`src/rtl/pipe_ctrl_pkg.sv`:
```
// Shared types and constants for the pipeline run controller.
// Holds the controller state encoding, the fault codes and the halt opcode.
package pipe_ctrl_pkg;

    typedef enum logic [2:0] {
        IDLE  = 3'd0,
        PRIME = 3'd1,
        RUN   = 3'd2,
        PAUSE = 3'd3,
        STEP  = 3'd4,
        DRAIN = 3'd5,
        HALT  = 3'd6,
        FAULT = 3'd7
    } state_e;

    typedef enum logic [1:0] {
        FAULT_NONE     = 2'd0,
        FAULT_DEADLOCK = 2'd1,
        FAULT_PC       = 2'd2,
        FAULT_BUDGET   = 2'd3
    } fault_e;

    // syscall marks the end of the program
    localparam logic [31:0] HALT_INSTR = 32'h0000000C;

endpackage

```
`src/rtl/pipeline_run_ctrl_stall_watchdog.sv`:
```
// Consecutive full-stall counter for the run controller.
// Flags deadlock on the stall cycle that would push the count past MAX_STALL.
module stall_watchdog #(
    parameter int unsigned MAX_STALL = 10
) (
    input  logic CLK,
    input  logic reset,
    input  logic clear,
    input  logic enable,
    input  logic StallF,
    input  logic StallD,
    output logic deadlock
);

    localparam int CNT_W = $clog2(MAX_STALL + 2);

    logic [CNT_W-1:0] stallCnt;
    logic             fullStall;

    assign fullStall = enable && StallF && StallD;
    assign deadlock  = fullStall && (stallCnt == CNT_W'(MAX_STALL));

    // NOTE: sequential state uses non-blocking assignments so every register samples pre-edge values.
    always_ff @(posedge CLK or posedge reset) begin
        if (reset) begin
            stallCnt <= '0;
        end else if (clear || !fullStall) begin
            stallCnt <= '0;
        end else if (!deadlock) begin
            stallCnt <= stallCnt + CNT_W'(1);
        end
    end

endmodule

```
`src/rtl/pipeline_run_ctrl.sv`:
```
// Run controller sequencing the 5-stage MIPS datapath: reset priming,
// run/pause/step, halt drain and fault capture with frozen outputs.
module pipeline_run_ctrl
    import pipe_ctrl_pkg::*;
#(
    parameter int unsigned RESET_CYC    = 2,
    parameter int unsigned DRAIN_CYC    = 3,
    parameter int unsigned MAX_STALL    = 10,
    parameter logic [31:0] PC_LIMIT     = 32'h00000070,
    parameter int unsigned CYCLE_BUDGET = 0,
    parameter int unsigned CYC_W        = 32
) (
    input  logic             CLK,
    input  logic             reset,
    input  logic             start_i,
    input  logic             step_i,
    input  logic             stop_i,
    input  logic             StallF,
    input  logic             StallD,
    input  logic [31:0]      PCPlus4F,
    input  logic [31:0]      InstrD,
    output logic             core_reset,
    output logic             core_en,
    output logic [2:0]       state_o,
    output logic [CYC_W-1:0] cycle_cnt,
    output logic [1:0]       fault_o,
    output logic             done_o
);

    localparam int unsigned PH_MAX = (RESET_CYC > DRAIN_CYC) ? RESET_CYC : DRAIN_CYC;
    localparam int          PH_W   = $clog2(PH_MAX + 1);

    state_e          state;
    state_e          nextState;
    fault_e          faultCode;
    logic [PH_W-1:0] phaseCnt;
    logic            primeEntry;
    logic            haltSeen;
    logic            pcBad;
    logic            budgetHit;
    logic            deadlock;

    assign core_reset = (state == IDLE) || (state == PRIME);
    assign core_en    = (state == RUN) || (state == STEP) || (state == DRAIN);
    assign state_o    = state;

    assign haltSeen   = core_en && !StallD && (InstrD == HALT_INSTR);
    assign pcBad      = core_en && (PCPlus4F > PC_LIMIT);
    assign budgetHit  = (CYCLE_BUDGET != 0) && core_en
                        && (cycle_cnt == CYC_W'(CYCLE_BUDGET - 1));
    assign primeEntry = (nextState == PRIME) && (state != PRIME);

    stall_watchdog #(.MAX_STALL(MAX_STALL)) uWatchdog (
        .CLK      (CLK),
        .reset    (reset),
        .clear    (primeEntry),
        .enable   (core_en),
        .StallF   (StallF),
        .StallD   (StallD),
        .deadlock (deadlock)
    );

    // NOTE: every combinational output gets a default first so no path can infer a latch.
    always_comb begin
        faultCode = FAULT_NONE;
        if (deadlock)       faultCode = FAULT_DEADLOCK;
        else if (pcBad)     faultCode = FAULT_PC;
        else if (budgetHit) faultCode = FAULT_BUDGET;
    end

    always_comb begin
        nextState = state;
        unique case (state)
            IDLE:  if (start_i) nextState = PRIME;
            PRIME: if (phaseCnt == PH_W'(RESET_CYC - 1)) nextState = RUN;
            RUN: begin
                if (faultCode != FAULT_NONE) nextState = FAULT;
                else if (haltSeen)           nextState = DRAIN;
                else if (stop_i)             nextState = PAUSE;
            end
            PAUSE: begin
                if (start_i)     nextState = RUN;
                else if (step_i) nextState = STEP;
            end
            STEP: begin
                if (faultCode != FAULT_NONE) nextState = FAULT;
                else if (haltSeen)           nextState = DRAIN;
                else                         nextState = PAUSE;
            end
            DRAIN: begin
                if (faultCode != FAULT_NONE)                  nextState = FAULT;
                else if (phaseCnt == PH_W'(DRAIN_CYC - 1))    nextState = HALT;
            end
            HALT, FAULT: if (start_i) nextState = PRIME;
        endcase
    end

    // phaseCnt times the PRIME and DRAIN dwell and restarts on every state change
    always_ff @(posedge CLK or posedge reset) begin
        if (reset) begin
            state    <= IDLE;
            phaseCnt <= '0;
            done_o   <= 1'b0;
        end else begin
            state  <= nextState;
            done_o <= (nextState == HALT) && (state != HALT);
            if (nextState != state)
                phaseCnt <= '0;
            else if ((state == PRIME) || (state == DRAIN))
                phaseCnt <= phaseCnt + PH_W'(1);
        end
    end

    always_ff @(posedge CLK or posedge reset) begin
        if (reset) begin
            cycle_cnt <= '0;
            fault_o   <= FAULT_NONE;
        end else begin
            if (primeEntry)
                cycle_cnt <= '0;
            else if (core_en && (cycle_cnt != '1))
                cycle_cnt <= cycle_cnt + CYC_W'(1);

            if (primeEntry)
                fault_o <= FAULT_NONE;
            else if ((nextState == FAULT) && (state != FAULT))
                fault_o <= faultCode;
        end
    end

endmodule

```
`config.mk`:
```
export PLATFORM = sky130hd
export DESIGN_NAME = pipeline_run_ctrl
export DESIGN_NICKNAME = d
export VERILOG_FILES = /design/src/rtl/pipe_ctrl_pkg.sv /design/src/rtl/pipeline_run_ctrl_stall_watchdog.sv /design/src/rtl/pipeline_run_ctrl.sv
export SDC_FILE = /design/constraint.sdc
export NUM_CORES = 1
export LEC_CHECK = 0
export CAP_MARGIN = 15
export CELL_PAD_IN_SITES_DETAIL_PLACEMENT = 2
export CELL_PAD_IN_SITES_GLOBAL_PLACEMENT = 2
export CORE_UTILIZATION = 24
export CTS_CLUSTER_DIAMETER = 30
export DETAILED_ROUTE_END_ITERATION = 10
export HOLD_SLACK_MARGIN = 0.05
export PLACE_DENSITY = 0.78
export SKIP_CTS_REPAIR_TIMING = 1
export SLEW_MARGIN = 10
export SYNTH_ARGS = -nofsm -noshare
export SYNTH_HDL_FRONTEND = slang
export SYNTH_SLANG_ARGS = --single-unit
```
`constraint.sdc`:
```
create_clock -name CLK -period 3.05 [get_ports CLK]
set_input_delay 0.61 -clock CLK [delete_from_list [all_inputs] [get_ports CLK]]
set_output_delay 0.61 -clock CLK [all_outputs]
set_load 0.005 [all_outputs]
```
==> impl_metrics.ini <==
[critical_path]
timing.rr.start = state_o[2]
worst_r2r_endpoint = cycle_cnt[3]
crit_arrival_ps = 2120
critPathSlowestCell = clkdlybuf4s50_1
path_cells = nor2b_1 > nor2_1 > inv_1 > clkdlybuf4s50_1
worstSetupPathType = reg -> out
reg2reg_slack_ps = 380
cp_max_fo = 7
slowest_delay_ps = 500
crit_family = buffers and inverters
path_buf_inv = 2
required_ps = 2440
endpoint_kind = primary output
rr_worst_depth = 8
start_kind = flop

[power_and_ir_drop]
p_clk_share_pct = 13.8
total_leakage_power_nw = 1.63
swShare_pct = 38.4
combPwrFrac_pct = 50.1
finalPower_mw = 2.75
cellPowerDensity_nw_per_um2 = 689
power.internal_mw = 1.69
peakVddDrop_uv = 327
sequentialPowerShare_pct = 36.1
switching_power_mw = 1.06

[timing]
worst_pin_slew_ps = 516
setup_viol = 0
hold_violations = 0
drv_slew = 0
fin_skew_ps = 6.30
min_period_ps = 2730
rsz0062_at_grt = false
max_freq_mhz = 366
fin_crit_sh_pct = 89.7
relSlewSlack_pct = 65.5
setup-tns-final_ps = 0

[layout]
diodes = 0
nets = 482
drive_above_1_share_pct = 6.14
area_growth_pct = 53.7

[synth]
avgSynthCellArea_um2 = 9.03
synth_edf_count = 0
synth_top_area_cell = dfrtp_1
synth_top_area_share_pct = 42.3
synth_area_um2 = 2600
ys_warn_count = 0
synth-seq-area-share_pct = 42.3
synth_flop_cell = dfrtp_1
synthTopCellsByCount = nor2_1 (49), dfrtp_1 (44), xor2_1 (22)
yosysMostFrequentCell = nor2_1
async_flop_share_pct = 100
netlist_instances = 288
ys_ff_latch = 44
syn_nets = 364
synth_area_leaders = dfrtp_1 (42%), xor2_1 (7.4%), nor2_1 (7.1%)
synth.distinct_cells = 47

[clock_tree]
h-tree-depth = 2
cts_tree = yes
cts_buffer_depth = 2
clockRootBuffer = clkbuf_8
cts_made_buffers = 5
cts.clk_slew.worst_paths_ps = 80
cts_sinks = 44
clkLatencyLatePin_ps = 300

[routing]
ant_nets = 0
route.detailed.drc = 0
drt_pre_antenna_iters = 4
vias_per_cell = 4.86
drt_iter0_drc = 63
wirelength_um = 9380
met2WireLength_um = 4850
met1_length_um = 4210
maxUsedRoutingLayer = met4
wl_per_cell_um = 17.3
wl_met3_um = 222
vias = 2640

[worst_hold_path]
hp-class = in -> async

[die]
die_y_um = 106
die_area_um2 = 11300
core-area_um2 = 10400
num_rows = 37
initial_core_util_pct = 25.0
num_io_pins = 111
die_w_um = 106

[grt]
grt_start_max_net_pins = 35
grt_pass1_vias = 2981
grt_pass1_wl_um = 15600
gr-usage-all-layers_pct = 17.7
antenna_found_initial = 0
grt_overflow = 0

[run_status]
status = complete, no violations

[place]
port_buffers = 110
hpwl_um = 7460
globalplace.congestion = 0.793

[job]
maxCapViolCount = 0
[stage by stage]
stage	hold slack (ps)	util, %	std cells	cell area (um2)	setup WS, ps
floorplan	504	-	288	2600	607
global placement	530	37.5	535	3910	140
detailed placement	538	37.5	535	3910	-6.55
CTS	497	38.4	543	4000	250
global route	510	38.4	543	4000	158
finish	497	38.4	543	4000	316
[power by group through the flow]
| stage | sequential (mW) | combinational [mW] | clock [mW] |
|---|---|---|---|
| finish | 0.994 | 1.38 | 0.379 |
| global route | 1.03 | 1.52 | 0.418 |
| CTS | 1.00 | 1.40 | 0.397 |
| detailed placement | 1.00 | 1.39 | 0 |
| global placement | 0.992 | 1.35 | 0 |
| floorplan | 0.964 | 0.684 | 0 |
[metal layers]
layer / vias to the layer above / track usage, %
li1: 1254 / -
met1: 1336 / 22.4
met2: 38 / 31.9
met3: 12 / 2.51
met4: 0 / 3.67
met5: - / 0
[cells in the final DEF (no fill, tap or decap), types with 3 or more instances in the layout]
cell,synthesis,layout
nor3_1,9,9
a211oi_1,5,5
nor2_1,49,49
inv_1,7,6
ha_1,5,5
xor2_1,22,22
nor2b_1,5,5
dfrtp_1,44,44
nand2b_1,3,3
xnor2_1,10,10
a21o_1,3,3
nand3_1,19,19
and4_1,5,5
a21oi_1,7,7
nor4_1,12,12
clkdlybuf4s50_1,0,110
o21ai_0,5,5
nand4_1,10,10
and2_1,4,4
clkbuf_8,0,6
nand2_1,19,19
buf_4,1,11
and3_1,6,6
[layout make-up]
cell class,count,area (um2)
Fill cell,1146,6420
Clock buffer,8,90.1
Multi-Input combinational cell,226,1400
Inverter,7,26.3
Sequential cell,44,1100
Timing Repair Buffer,122,1200
Tap cell,136,170
[sequential cells by signal (all words and copies together), names as in the netlist]
name,flops
phaseCnt,2
done_o,1
state_o,3
fault_o,2
uWatchdog.stallCnt,4
cycle_cnt,32
[worst max path at each step]
| stage | from | endpoint | slack (ps) | depth (start not counted) |
|---|---|---|---|---|
| 6_report | state_o[2] | core_en | 320 | 4 |
| 5_1_grt | state_o[2] | phaseCnt[0] | 160 | 8 |
| 4_1_cts | state_o[2] | core_en | 250 | 4 |
| 3_5_place_dp | InstrD[29] | cycle_cnt[29] | -7 | 9 |
| 3_3_place_gp | InstrD[29] | cycle_cnt[2] | 140 | 9 |
| 2_1_floorplan | PCPlus4F[21] | cycle_cnt[16] | 610 | 9 |
[worst reg2reg max path: cells and delay by family, from the launching register on]
family	cells	cell delay, ps
AO/OA/AOI/OAI	4	1010
AND/OR/NAND/NOR	3	890
flip-flops	1	460
buffers and inverters	1	200
[kinds of logic (layout without fill, tap and decap cells)]
kind of cell             Yosys count  after routing  synth area share, %
adder cells (fa/ha/maj)            5              5                 2.41
AO/OA/AOI/OAI                     35             35                 9.77
multiplexers                       2              2                0.770
buffers and inverters             18            137                 3.66
AND/OR/NAND/NOR                  152            152                 30.3
flip-flops                        44             44                 42.3
XOR/XNOR                          32             32                 10.8
Note: power is estimated with default switching activity, not from simulation.
